File: config.mk
export PLATFORM = sky130hd
export DESIGN_NAME = final_result_pack
export DESIGN_NICKNAME = d
export VERILOG_FILES = /design/src/rtl/fp_pack_pkg.sv /design/src/rtl/final_result_pack_round_sgf.sv /design/src/rtl/final_result_pack.sv
export SDC_FILE = /design/constraint.sdc
export NUM_CORES = 1
export LEC_CHECK = 0
export BUFFER_PORTS_ARGS = -buffer_cell sky130_fd_sc_hd__buf_2
export CORE_ASPECT_RATIO = 1.4
export CORE_UTILIZATION = 51
export DETAILED_ROUTE_END_ITERATION = 12
export GPL_TIMING_DRIVEN = 1
export PLACE_DENSITY = 0.88
export SLEW_MARGIN = 20
export SYNTH_ARGS = -nofsm -noshare
export SYNTH_HDL_FRONTEND = slang
export SYNTH_SLANG_ARGS = --single-unit
File: constraint.sdc
create_clock -name clk -period 1.7 [get_ports clk]
set_input_delay 0.17 -clock clk [delete_from_list [all_inputs] [get_ports clk]]
set_output_delay 0.17 -clock clk [all_outputs]
set_load 0.02 [all_outputs]
File: src/rtl/fp_pack_pkg.sv
// Shared types and constants for the floating-point adder final pack stage.
package fp_pack_pkg;

    localparam int GRS_W     = 3;
    localparam int W_EXP_MAX = 11;

    // Widest supported exponent; users slice it down to their own W_Exp.
    localparam logic [W_EXP_MAX-1:0] EXP_ALL_ONES = {W_EXP_MAX{1'b1}};

    typedef enum logic [1:0] {
        IDLE   = 2'd0,
        ROUND  = 2'd1,
        ADJUST = 2'd2,
        PACK   = 2'd3
    } state_t;

endpackage

File: src/rtl/final_result_pack_round_sgf.sv
// Significand rounding: increment decision and W_Sgf+1 adder.
// ROUND_RNE_EN selects round-to-nearest-even; otherwise the fraction is truncated.
module round_sgf
    import fp_pack_pkg::*;
#(
    parameter int W_Sgf = 23
) (
    input  logic [W_Sgf-1:0] frac,
    input  logic [GRS_W-1:0] grs,
    output logic [W_Sgf:0]   sum,
    output logic             inexact
);

    logic inc;

`ifdef ROUND_RNE_EN
    assign inc = grs[2] & (grs[1] | grs[0] | frac[0]);
`else
    assign inc = 1'b0;
`endif

    assign sum     = {1'b0, frac} + {{W_Sgf{1'b0}}, inc};
    assign inexact = |grs;

endmodule

File: src/rtl/final_result_pack.sv
// Final adder stage: rounds the significand, fixes the exponent on carry-out, packs the word.
// Rounding mode follows ROUND_RNE_EN (defined: nearest-even, undefined: truncate).
//
// state  | meaning
// IDLE   | waiting for start; outputs hold the last result
// ROUND  | round the captured significand, register sum and inexact
// ADJUST | apply carry-out to exponent/fraction, detect post-round overflow
// PACK   | select infinity / signed zero / normal word, raise ready
module final_result_pack
    import fp_pack_pkg::*;
#(
    parameter int W_Exp = 8,
    parameter int W_Sgf = 23
) (
    input  logic                     clk,
    input  logic                     rst,
    input  logic                     start,
    input  logic                     sign_in,
    input  logic [W_Exp-1:0]         exp_in,
    input  logic                     overflow_in,
    input  logic                     underflow_in,
    input  logic [W_Sgf+GRS_W-1:0]   sgf_in,
    output logic                     busy,
    output logic                     ready,
    output logic [W_Exp+W_Sgf:0]     final_result,
    output logic                     overflow_flag,
    output logic                     underflow_flag,
    output logic                     inexact_flag
);

    localparam logic [W_Exp-1:0] EXP_MAX = EXP_ALL_ONES[W_Exp-1:0];

    state_t                   state_q;
    logic                     sign_q;
    logic [W_Exp-1:0]         exp_q;
    logic                     ovf_in_q;
    logic                     unf_in_q;
    logic [W_Sgf+GRS_W-1:0]   sgf_q;
    logic [W_Sgf:0]           sum_q;
    logic                     inexact_q;
    logic [W_Sgf-1:0]         frac_adj_q;
    logic [W_Exp-1:0]         exp_adj_q;
    logic                     ovf_round_q;

    logic [W_Sgf:0]           rnd_sum;
    logic                     rnd_inexact;
    logic [W_Exp-1:0]         exp_inc;

    round_sgf #(.W_Sgf(W_Sgf)) u_round_sgf (
        .frac    (sgf_q[W_Sgf+GRS_W-1:GRS_W]),
        .grs     (sgf_q[GRS_W-1:0]),
        .sum     (rnd_sum),
        .inexact (rnd_inexact)
    );

    assign exp_inc = exp_q + W_Exp'(1);

    always_ff @(posedge clk or negedge rst) begin
        if (!rst) begin
            state_q        <= IDLE;
            sign_q         <= 1'b0;
            exp_q          <= '0;
            ovf_in_q       <= 1'b0;
            unf_in_q       <= 1'b0;
            sgf_q          <= '0;
            sum_q          <= '0;
            inexact_q      <= 1'b0;
            frac_adj_q     <= '0;
            exp_adj_q      <= '0;
            ovf_round_q    <= 1'b0;
            busy           <= 1'b0;
            ready          <= 1'b0;
            final_result   <= '0;
            overflow_flag  <= 1'b0;
            underflow_flag <= 1'b0;
            inexact_flag   <= 1'b0;
        end else begin
            case (state_q)
                IDLE: begin
                    if (start) begin
                        state_q        <= ROUND;
                        sign_q         <= sign_in;
                        exp_q          <= exp_in;
                        ovf_in_q       <= overflow_in;
                        unf_in_q       <= underflow_in;
                        sgf_q          <= sgf_in;
                        busy           <= 1'b1;
                        ready          <= 1'b0;
                        overflow_flag  <= 1'b0;
                        underflow_flag <= 1'b0;
                        inexact_flag   <= 1'b0;
                    end
                end
                ROUND: begin
                    sum_q     <= rnd_sum;
                    inexact_q <= rnd_inexact;
                    state_q   <= ADJUST;
                end
                ADJUST: begin
                    // Carry-out means the significand rolled over to 10.000..., so bump the exponent.
                    if (sum_q[W_Sgf]) begin
                        frac_adj_q  <= '0;
                        exp_adj_q   <= exp_inc;
                        ovf_round_q <= (exp_inc == EXP_MAX);
                    end else begin
                        frac_adj_q  <= sum_q[W_Sgf-1:0];
                        exp_adj_q   <= exp_q;
                        ovf_round_q <= 1'b0;
                    end
                    state_q <= PACK;
                end
                PACK: begin
                    if (ovf_in_q || ovf_round_q) begin
                        final_result   <= {sign_q, EXP_MAX, {W_Sgf{1'b0}}};
                        overflow_flag  <= 1'b1;
                        underflow_flag <= 1'b0;
                        inexact_flag   <= 1'b1;
                    end else if (unf_in_q || (exp_q == '0)) begin
                        final_result   <= {sign_q, {W_Exp{1'b0}}, {W_Sgf{1'b0}}};
                        overflow_flag  <= 1'b0;
                        underflow_flag <= 1'b1;
                        inexact_flag   <= 1'b1;
                    end else begin
                        final_result   <= {sign_q, exp_adj_q, frac_adj_q};
                        overflow_flag  <= 1'b0;
                        underflow_flag <= 1'b0;
                        inexact_flag   <= inexact_q;
                    end
                    busy    <= 1'b0;
                    ready   <= 1'b1;
                    state_q <= IDLE;
                end
                default: state_q <= IDLE;
            endcase
        end
    end

endmodule

# Word-level counts from Yosys, hierarchy flattened
# Index checks and enable logic that the tools add are counted.
dict set report totals {
  out_inout_bits 37
  wordCells 43
  reg_bits 131
  input_bits 40
}
dict set report op_classes {
  n_eq_ne 4
  muxes 16
  n_reduce_logical 7
}
# op n
set op_table {}
lappend op_table {{31-bit two-way mux} 2}
lappend op_table {{1-bit one-hot mux with 2 select lines} 5}
lappend op_table {{8-bit logical NOT} 1}
lappend op_table {{2-bit one-hot mux with 4 select lines} 1}
lappend op_table {{1-bit two-way mux} 7}
lappend op_table {{2-bit == test (second input constant)} 2}
lappend op_table {{2-bit AND reduction} 2}
lappend op_table {{3-bit OR reduction} 1}
lappend op_table {{2-bit by 1-bit == test with 1-bit output (second input constant)} 1}
lappend op_table {{2-bit logical NOT} 1}
lappend op_table {{2-bit two-way mux} 1}
lappend op_table {{2-bit inequality test (second input constant)} 1}
lappend op_table {{2-bit nonzero test} 1}
lappend op_table {{1-bit logical OR} 1}

# Longest topological paths before layout
# Gate-level depths: netlist of the first run.
dict set report logic_depth {
  word_depth 5
  ltp_mapped 8
  ltp_nobuf 5
}

# Modules after synthesis
# From an unflattened synthesis of the first run, not the netlist that was laid out.
dict set report hier_totals {
  cells_unflattened 451
  area_unflattened_um2 5579.1
}
# mod seq_area_each_um2 cells_per_inst instances area_each_um2
set by_module_without_submodules {}
lappend by_module_without_submodules {final_result_pack 3328.2 425 1 5388.9}
lappend by_module_without_submodules {round_sgf 0.0 26 1 190.2}

# Least setup slack after synthesis of the first run
# No wires, ideal clock.
dict set report synth_path {
  kind {register to register}
  start {reg state_q[0]}
  end {reg exp_q[0]}
  setup_slack_ps 29
  synth_period_minus_slack_ps 1671
  arrival_ps 1546
  n_path_buf 3
  path_stages_with_launch 8
  setup_ps 125
  required_time_ps 1575
  cell_sequence {dfrtp_1 > inv_1 > ha_1 > buf_2 > nand2_1 > buf_2 > buf_4 > mux2_2}
}
dict set report synth_between {
  elab_chain_len 2
}
# element line
set synth_lines {}
lappend synth_lines {{start: declaration} final_result_pack.sv:33} ;# state_t state_q;
lappend synth_lines {{start signal: assignment} final_result_pack.sv:60} ;# state_q <= IDLE;
lappend synth_lines {{start signal: assignment} final_result_pack.sv:81} ;# state_q <= ROUND;
lappend synth_lines {{start signal: assignment} final_result_pack.sv:97} ;# state_q <= ADJUST;
lappend synth_lines {{2-bit logical NOT} final_result_pack.sv:78} ;# case (state_q)
lappend synth_lines {{2-bit AND reduction (no source line)} --}
lappend synth_lines {{end signal: assignment} final_result_pack.sv:83} ;# exp_q <= exp_in;
lappend synth_lines {{end: declaration} final_result_pack.sv:35} ;# logic [W_Exp-1:0] exp_q;
# No other way between the ends.
# A chain may end at the register's enable or synchronous reset.

# Final worst setup path of the first run
dict set report layout_path {
  start {reg state_q[0]}
  end {reg exp_adj_q[7]}
}
dict set report layout_between {
  elab_chain_len 1
}
# element line
set layout_lines {}
lappend layout_lines {{2-bit == test} final_result_pack.sv:78}
lappend layout_lines {{end signal: assignment} final_result_pack.sv:103} ;# exp_adj_q <= exp_inc;
lappend layout_lines {{end signal: assignment} final_result_pack.sv:107} ;# exp_adj_q <= exp_q;
lappend layout_lines {{end: declaration} final_result_pack.sv:42} ;# logic [W_Exp-1:0] exp_adj_q;
# No other way between the ends.

==> results_dict.tcl, run 1 <==
set metrics [dict create \
    ctsRootBufferMaster "clkbuf_16" \
    diodes 0 \
    combPwrFrac_pct 32.2 \
    clock_skew_ns 0.00454 \
    tightest_slew_ns 0.670 \
    min_period_ns 1.64 \
    drt_iter0_drc 172 \
    setup-violations-final 0 \
    ir_worst_vdd_uv 1100 \
    nets 493 \
    grt_usage_pct 24.1 \
    rsz0062_at_grt "no" \
    clock_latency_ns 0.41 \
    die_h_um 120 \
    area_growth_pct 32.4 \
    internal_power_w 0.00977 \
    leakagePower_nw 3.09 \
    p_per_area_nw_per_um2 2120 \
    p_seq_share_pct 39.1 \
    port_buffers 76 \
    fp-row-count 42 \
    worstSetupStartpointType "flip-flop" \
    avgSynthCellArea_um2 15.6 \
    min_period_over_period_pct 96.2 \
    switching_power_w 0.00438 \
    clock_sinks 131 \
    grt_pass1_vias 3447 \
    die_area_um2 10300 \
    synth_top_family_by_area "multiplexers" \
    power.share.switching_pct 30.9 \
    yosysUniqueCellTypes 29 \
    layout-drive-gt1-share_pct 51.4 \
    critPathRequiredTime_ns 1.99 \
    grt_overflow 0 \
    cts_tree "built" \
    crit_fanout 15 \
    critPathArrivalTime_ns 1.93 \
    synth-adder-area-share_pct 0.993 \
    grt_max_degree 50 \
    synth_fp_nets 366 \
    place.gp.congestion 0.775 \
    synth_cells 322 \
    cp_slowest_cell "dfrtp_1" \
    hp-class "input port to flip-flop" \
    ys_seq_elements 131 \
    synth_xor_area_share_pct 0 \
    hold_viol 0 \
    status "finished clean" \
    yosysSeqAreaShare_pct 65.1 \
    synth_compound_area_share_pct 8.37 \
    avgViaCountPerCell 5.49 \
    wl_um 11300 \
    crit_chain "buf_4, inv_1, ha_2, buf_4, mux2_2" \
    final_util_pct 70.1 \
    antenna_left 0 \
    first_pass_iters 4 \
    cp_common_cell "buf_4" \
    antenna_found_initial 0 \
    initial_core_util_pct 53.0 \
    netlist_area_um2 5040 \
    ctsLongestPathBuffers 2 \
    slew_viol_final 0 \
    path_clk_slew_ns 0.06 \
    vias 3257 \
    cts-htree-levels 4 \
    cts_made_buffers 17 \
    clkPwrFrac_pct 28.7 \
    muxShareOfSynthArea_pct 20.8 \
    crit_type "flip-flop to flip-flop" \
    dp_hpwl_um 6640 \
    wl_per_cell_um 19.0 \
    core-area_um2 9510 \
    max_freq_mhz 611 \
    max_stage_delay_ns 0.40 \
    drv_cap 0 \
    grt_pass1_wl_um 18000 \
    pin_count 77 \
    slew_headroom_pct 55.2 \
    ys_warn_count 0 \
    critPathCaptureType "flip-flop" \
    finalPower_w 0.0142 \
    placed_cells 532 \
    fin_cells 593 \
    synthSimpleGateAreaFrac_pct 2.36 \
    drc 0 \
    die_x_um 86.0 \
]
kinds of logic (layout without fill, tap and decap cells):
| kind of cell | after synthesis | count (layout) |
|---|---|---|
| fa+ha+maj | 4 | 4 |
| flops | 131 | 131 |
| simple gates | 18 | 18 |
| mux | 93 | 93 |
| compound gates | 54 | 55 |
| buf+inv | 22 | 160 |
metal layers:
layer  share of wire, %  global-route usage, %  vias up
met2                 54                   41.3      107
met5                  0                      0        -
li1                   -                      -     1428
met4                2.4                   10.6        0
met3                4.3                   6.74       18
met1                 39                   27.8     1704
flip-flops by register name, indices dropped and copies added, names as in the netlist, 2 cells and up:
| register | flops |
|---|---|
| final_result | 32 |
| sum_q | 23 |
| exp_adj_q | 8 |
| sgf_q | 26 |
| frac_adj_q | 23 |
| exp_q | 8 |
| state_q | 2 |
synth_stat cells (all sizes together):
| cell type | n | share of area (%) |
|---|---|---|
| o21ai | 2 | 0.20 |
| mux2 | 92 | 21 |
| mux2i | 1 | 0.20 |
| nor2 | 6 | 0.45 |
| o2111ai | 1 | 0.17 |
| clkbuf | 5 | 0.37 |
| inv | 3 | 0.22 |
| a21oi | 13 | 1.3 |
| nand2 | 6 | 0.45 |
| dfrtp | 131 | 65 |
| o211ai | 2 | 0.30 |
| a22o | 23 | 4.4 |
| nor2b | 1 | 0.12 |
| ha | 4 | 0.99 |
| a21o | 1 | 0.15 |
| nor4 | 2 | 0.84 |
| a211oi | 1 | 0.40 |
| a32oi | 1 | 0.17 |
| o22ai | 8 | 0.99 |
| a211o | 1 | 0.17 |
| o31ai | 1 | 0.15 |
| nand2b | 2 | 0.40 |
| buf | 14 | 1.9 |
| nor3 | 1 | 0.099 |
worst max-delay path: cells and delay by family (launching register included):
kind                       cells  cell delay, ns
buffers and inverters          3            0.51
DFF                            1            0.40
muxes                          1            0.37
adders and majority gates      1            0.23
cell usage in the layout (no fill, tap or decap), types with 5 or more instances in the layout:
| cell | synthesis | final |
|---|---|---|
| dfrtp_1 | 131 | 131 |
| mux2_2 | 88 | 88 |
| buf_2 | 9 | 75 |
| dlygate4sd3_1 | 0 | 29 |
| clkbuf_16 | 0 | 17 |
| buf_4 | 2 | 16 |
| a22o_2 | 15 | 15 |
| a21oi_1 | 13 | 13 |
| a22o_1 | 8 | 8 |
| o22ai_1 | 8 | 8 |
| nor2_1 | 6 | 6 |
| bufinv_16 | 0 | 6 |
| nand2_1 | 6 | 5 |
| buf_12 | 0 | 5 |
final cells by class:
| type | count | area (um^2) |
|---|---|---|
| inverter | 3 | 11.3 |
| clock inverter | 11 | 208 |
| timing repair buffer | 126 | 897 |
| multi-input combinational | 170 | 1660 |
| fill | 604 | 2840 |
| clock buffer | 20 | 447 |
| tap | 132 | 165 |
| sequential | 131 | 3280 |
timing repair:
item,CTS,global route
pin swaps,1,0
setup endpoints to repair,23,3
resized for setup,1,2
endpoints found under the hold margin,71,0
hold buffers,29,0
cloned,1,0
setup buffers,0,0
power by group through the flow:
stage,registers [W],clock network [W],logic (W)
floorplan,0.00559,0,0.00282
global placement,0.00539,0,0.00412
detailed placement,0.00550,0,0.00434
CTS,0.00551,0.00409,0.00455
global route,0.00569,0.00424,0.00489
finish,0.00554,0.00406,0.00455
per-stage QoR:
| stage | setup slack [ns] | hold WS (ns) | area (um^2) | TNS [ns] |
|---|---|---|---|---|
| final | 0.0644 | 0.00669 | 6670 | 0 |
| after global routing | 0.0186 | 0.000326 | 6670 | 0 |
| after CTS | 0.0822 | 0.00258 | 6660 | 0 |
| after floorplan | 0.0288 | -0.126 | 5040 | 0 |
| after detailed placement | -0.121 | 0.227 | 5700 | -2.36 |
| after global placement | -0.0454 | 0.214 | 5700 | -0.798 |
final timing paths:
check	from	end	slack, ns	depth (start not counted)
max in group asynchronous	rst	final_result[0]	0.68	3
worst max register to register	state_q[0]	exp_adj_q[7]	0.06	5
worst max-delay path	state_q[0]	exp_adj_q[7]	0.06	5
worst min-delay path	overflow_in	ovf_in_q	0.007	2
min in group asynchronous	rst	sgf_q[21]	0.32	2
worst min register to register	ready	ready	0.48	2
Note: power is estimated with default switching activity, not from simulation.
==> run 2: changes to the inputs <==
--- a/config.mk
+++ b/config.mk
@@ -7,10 +7,10 @@
 export LEC_CHECK = 0
 export BUFFER_PORTS_ARGS = -buffer_cell sky130_fd_sc_hd__buf_2
 export CORE_ASPECT_RATIO = 1.4
-export CORE_UTILIZATION = 51
+export CORE_UTILIZATION = 40
 export DETAILED_ROUTE_END_ITERATION = 12
 export GPL_TIMING_DRIVEN = 1
-export PLACE_DENSITY = 0.88
+export PLACE_DENSITY = 0.74
 export SLEW_MARGIN = 20
 export SYNTH_ARGS = -nofsm -noshare
 export SYNTH_HDL_FRONTEND = slang
==> run 2 against run 1 <==
Register-to-register slack better by 0.02 ns. First-iteration DRC count fell by 52%. Cell area rose by 0.99%. Routed wire length is 9.3% lower. Final cell count is 3.7% higher. Flip-flop and latch count did not move. Critical path depth unchanged. Utilization down 15 points. Count of clock-buffer cells in the layout grew 1. Critical path type unchanged. Critical endpoint is now frac_adj_q[15]. Largest power group unchanged. Highest routed layer unchanged.
==> results_dict.tcl, run 2 (synthesis results as in run 1) <==
set metrics [dict create \
    status "finished clean" \
    nets 496 \
    place_ws_ns -0.163 \
    min_period_over_period_pct 94.9 \
    cts_tree "built" \
    postCtsSetupBuffers 0 \
    place_area_um2 5740 \
    min_period_ns 1.61 \
    tightest_slew_ns 0.681 \
    initial_core_util_pct 40.9 \
    setup_tns_ns 0 \
    cp_slowest_cell "dfrtp_1" \
    grt_pass1_vias 3277 \
    wl_per_cell_um 16.7 \
    ir_worst_vdd_uv 840 \
    crit_type "flip-flop to flip-flop" \
    final_common_cell "dfrtp_1" \
    max_stage_delay_ns 0.39 \
    dp_hpwl_um 7020 \
    path_clk_slew_ns 0.06 \
    die_x_um 96.9 \
    switching_power_w 0.00422 \
    r2r-start "state_q[0]" \
    critPathArrivalTime_ns 1.90 \
    clock_latency_ns 0.41 \
    worstHoldStart "sgf_in[7]" \
    critPathCaptureType "flip-flop" \
    reg_top3 "final_result: 32 flops, sgf_q: 26 flops" \
    diodes 0 \
    pin_count 77 \
    worst_slack_ns 0.0869 \
    clock_sinks 131 \
    avgViaCountPerCell 5.08 \
    antenna_left 0 \
    die_area_um2 13100 \
    cts_made_buffers 17 \
    drt_iter0_drc 82 \
    slew_viol_final 0 \
    clkPwrFrac_pct 28.4 \
    critical_path_cell_count 5 \
    crit_buf_inv 3 \
    hp-class "input port to flip-flop" \
    hold_viol 0 \
    grt_overflow 0 \
    crit_fanout 16 \
    worstSetupStartpointType "flip-flop" \
    min_to "sgf_q[7]" \
    layout-drive-gt1-share_pct 51.4 \
    die_h_um 135 \
    place.gp.congestion 0.765 \
    rr_worst_depth 5 \
    first_pass_iters 4 \
    drv_cap 0 \
    rrSetupSlack_ns 0.09 \
    max_freq_mhz 620 \
    combPwrFrac_pct 32.3 \
    largest_reg_flops 32 \
    cts-htree-levels 4 \
    slew_headroom_pct 54.5 \
    rsz0062_at_grt "no" \
    grt_usage_pct 16.8 \
    setup-violations-final 0 \
    final_area_um2 6740 \
    fill_cells 963 \
    power.share.switching_pct 30.4 \
    internal_power_w 0.00966 \
    grt_max_degree 48 \
    leakagePower_nw 3.10 \
    ctsRootBufferMaster "clkbuf_16" \
    area_growth_pct 33.7 \
    crit_chain "buf_4, inv_1, ha_2, buf_12, mux2_2" \
    critPathRequiredTime_ns 1.99 \
    final_cell_mix "dfrtp_1, mux2_2, buf_2" \
    p_per_area_nw_per_um2 2060 \
    core-area_um2 12300 \
    port_buffers 76 \
    drc 0 \
    regMostFlops "final_result" \
    vias 3126 \
    hold_depth 2 \
    fp-row-count 48 \
    grt_pass1_wl_um 16700 \
    antenna_found_initial 0 \
    clock_skew_ns 0.00877 \
    path_delay_family "buffers and inverters" \
    wl_um 10200 \
    p_seq_share_pct 39.3 \
    ctsLongestPathBuffers 2 \
    final_util_pct 54.7 \
    rr_endpoint "frac_adj_q[15]" \
]
[run 2: cell count changes in the layout (fill, tap and decap cells not counted), sizes merged]
cell	change
bufinv	-2
dlygate4sd3	+3
clkbuf	+1
clkinvlp	+2
clkinv	-1
inv	+1
[run 2: power groups by stage]
| stage | Sequential (W) | Clock [W] | Combinational, W |
|---|---|---|---|
| 2_1_floorplan | 0.00559 | 0 | 0.00282 |
| 3_3_place_gp | 0.00539 | 0 | 0.00422 |
| 3_5_place_dp | 0.00549 | 0 | 0.00442 |
| 4_1_cts | 0.00546 | 0.00400 | 0.00454 |
| 5_1_grt | 0.00563 | 0.00414 | 0.00483 |
| 6_report | 0.00545 | 0.00394 | 0.00449 |
[run 2: routing by layer]
metal / vias up / share of wire [%] / routed length, um / track usage [%]
met4: 0 / 1.8 / 183 / 7.05
met1: 1611 / 41 / 4180 / 19.2
met2: 66 / 54 / 5510 / 29.3
li1: 1437 / - / - / -
met5: - / 0 / 0 / 0
met3: 12 / 3.5 / 360 / 5.02
[run 2: final cells by class]
cell class / count / area, um^2 / share of cell area, %
clock buffer: 21 / 480 / 7.13
clock inverter: 11 / 174 / 2.58
inverter: 3 / 11.3 / 0.167
multi-input combinational: 170 / 1660 / 24.7
sequential: 131 / 3280 / 48.7
tap: 150 / 188 / 2.79
timing repair buffer: 129 / 943 / 14.0
[run 2: how the worst max path moves through the flow]
stage / startpoint / end / slack (ns)
after floorplan: state_q[0] / exp_q[0] / 0.03
after global placement: state_q[0] / final_result[4] / -0.09
after detailed placement: state_q[0] / final_result[19] / -0.16
after CTS: state_q[0] / frac_adj_q[15] / 0.05
after global routing: state_q[0] / frac_adj_q[15] / 0.005
final: state_q[0] / frac_adj_q[15] / 0.09
[run 2: timing repair]
| item | 4_1_cts | 5_1_grt |
|---|---|---|
| gates cloned | 1 | 0 |
| pin swaps | 1 | 0 |
| setup endpoints to repair | 23 | 8 |
| hold endpoints to repair | 73 | 0 |
| hold buffers | 32 | 0 |
| resized for setup | 1 | 1 |
[run 2: worst reg2reg max path, delay by kind of cell (launching register included)]
kind / cells / cell delay [ns]
flops: 1 / 0.39
mux: 1 / 0.35
buf+inv: 3 / 0.43
fa+ha+maj: 1 / 0.34
[run 2: per-stage QoR]
stage	hold WS (ns)	std cells	power [W]
2_1_floorplan	-0.126	322	0.00841
3_3_place_gp	0.121	550	0.00962
3_5_place_dp	0.122	550	0.00992
4_1_cts	0.000799	615	0.0140
5_1_grt	0.000541	615	0.0146
6_report	0.0109	615	0.0139
==> run 3: changes to the inputs <==
--- a/config.mk
+++ b/config.mk
@@ -10,7 +10,7 @@
 export CORE_UTILIZATION = 40
 export DETAILED_ROUTE_END_ITERATION = 12
 export GPL_TIMING_DRIVEN = 1
-export PLACE_DENSITY = 0.74
+export PLACE_DENSITY = 0.72
 export SLEW_MARGIN = 20
 export SYNTH_ARGS = -nofsm -noshare
 export SYNTH_HDL_FRONTEND = slang
==> constraint.sdc (replaced) <==
create_clock -name clk -period 1.6 [get_ports clk]
set_input_delay 0.16 -clock clk [delete_from_list [all_inputs] [get_ports clk]]
set_output_delay 0.16 -clock clk [all_outputs]
set_load 0.02 [all_outputs]
==> run 3 against run 2 <==
Utilization decreased by 0.77 points. Routed wire length decreased by 3.9%. Setup slack got worse by 0.017 ns. Via count decreased by 0.64%. Sequential power increased by 6.1%. Die area unchanged. Clock power decreased by 4%. Clock skew decreased by 0.0028 ns. Fmax increased by 5.4%. Combinational power increased by 2%. Register-to-register slack got worse by 0.02 ns. Global-route usage decreased by 0.12 points. Highest routed layer unchanged.
==> results_dict.tcl, run 3 (synthesis results as in run 1) <==
set metrics [dict create \
    setup-violations-final 0 \
    hp-class "input port to flip-flop" \
    grt_pass1_vias 3282 \
    area_growth_pct 31.8 \
    largest_reg_flops 32 \
    vias 3106 \
    clock_sinks 131 \
    finalPower_w 0.0141 \
    avgViaCountPerCell 5.06 \
    path_clk_slew_ns 0.06 \
    reg_top3 "final_result: 32 flops, sgf_q: 26 flops" \
    wl_um 9840 \
    antenna_found_initial 0 \
    critPathCaptureType "flip-flop" \
    min_period_over_period_pct 95.6 \
    pin_count 77 \
    max_freq_mhz 653 \
    slew_viol_final 0 \
    drv_cap 0 \
    slew_headroom_pct 68.5 \
    postCtsSetupBuffers 0 \
    nets 495 \
    wl_per_cell_um 16.0 \
    worstSetupStartpointType "flip-flop" \
    ctsRootBufferMaster "clkbuf_16" \
    place.gp.congestion 0.790 \
    leakagePower_nw 3.05 \
    tightest_slew_ns 0.472 \
    fill_cells 983 \
    die_h_um 135 \
    status "finished clean" \
    core-area_um2 12300 \
    layout-drive-gt1-share_pct 49.8 \
    clock_latency_ns 0.41 \
    ctsLongestPathBuffers 2 \
    final_area_um2 6640 \
    cts_made_buffers 17 \
    rsz0062_at_grt "no" \
    fp-row-count 48 \
    clock_skew_ns 0.00599 \
    final_common_cell "dfrtp_1" \
    grt_overflow 0 \
    p_per_area_nw_per_um2 2130 \
    die_area_um2 13100 \
    ir_worst_vdd_uv 818 \
    grt_usage_pct 16.7 \
    cts-htree-levels 4 \
    seq_area_um2 3280 \
    drt_iter0_drc 175 \
    antenna_left 0 \
    first_pass_iters 4 \
    crit_type "flip-flop to flip-flop" \
    die_x_um 96.9 \
    regMostFlops "final_result" \
    grt_max_degree 50 \
    final_cell_mix "dfrtp_1, mux2_2, buf_2" \
    dp_hpwl_um 6690 \
    cts_tree "built" \
    multi_input_area_um2 1640 \
    place_area_um2 5700 \
    port_buffers 76 \
    hold_viol 0 \
    final_util_pct 53.9 \
    initial_core_util_pct 40.9 \
    critPathRequiredTime_ns 1.89 \
    setup_tns_ns 0 \
    critPathArrivalTime_ns 1.82 \
    diodes 0 \
    drc 0 \
    grt_pass1_wl_um 16900 \
    crit_fanout 23 \
    min_period_ns 1.53 \
]
==> run 3: power breakdown <==
group / switching, W / internal [W]
combinational: 0.00207 / 0.00250
clock: 0.00136 / 0.00241
sequential: 0.000897 / 0.00489
total: 0.00433 / 0.00980
==> run 3: worst paths after layout <==
| path | from | end | slack (ns) | depth (start not counted) |
|---|---|---|---|---|
| setup / recovery | exp_q[1] | final_result[15] | 0.07 | 4 |
| hold / removal | sgf_in[5] | sgf_q[5] | 0.03 | 2 |
| setup reg to reg | exp_q[1] | final_result[15] | 0.07 | 4 |
| hold reg to reg | ready | ready | 0.47 | 2 |
| max in group asynchronous | rst | sgf_q[21] | 0.70 | 3 |
| min in group asynchronous | rst | exp_q[2] | 0.26 | 2 |
==> run 3: stage by stage <==
step | hold WS (ns) | cells | setup WS, ns
after floorplan | -0.136 | 322 | 0.0133
after global placement | 0.121 | 546 | 0.132
after detailed placement | 0.129 | 546 | 0.0896
after CTS | 0.00266 | 614 | 0.0725
after global routing | 0.00740 | 614 | 0.0117
final | 0.0252 | 614 | 0.0696
==> run 3: worst max-delay path: stages (launching register included) <==
cell and delay, ns:
dfrtp_1 0.42, nor4_4 0.47, a211oi_4 0.13, buf_12 0.18, a22o_2 0.21
==> run 3: final cells by class <==
type                       count  share of cell area (%)
tap                          150                    2.83
timing repair buffer         129                    14.1
inverter                       3                   0.170
clock buffer                  24                    7.25
sequential                   131                    49.4
multi-input combinational    169                    24.8
clock inverter                 8                    1.53
==> run 3: metal layers <==
| metal | global-route usage, % | part of all wire (%) | up-vias |
|---|---|---|---|
| met1 | 20.0 | 42 | 1597 |
| li1 | - | - | 1420 |
| met4 | 7.38 | 1.8 | 0 |
| met5 | 0 | 0 | - |
| met2 | 28.2 | 52 | 72 |
| met3 | 4.45 | 3.7 | 17 |
==> run 3: timing repair <==
item / in CTS / in global routing
endpoints found under the hold margin: 80 / 0
gates resized for setup: 0 / 1
setup endpoints to repair: 0 / 20
hold buffers: 36 / 0
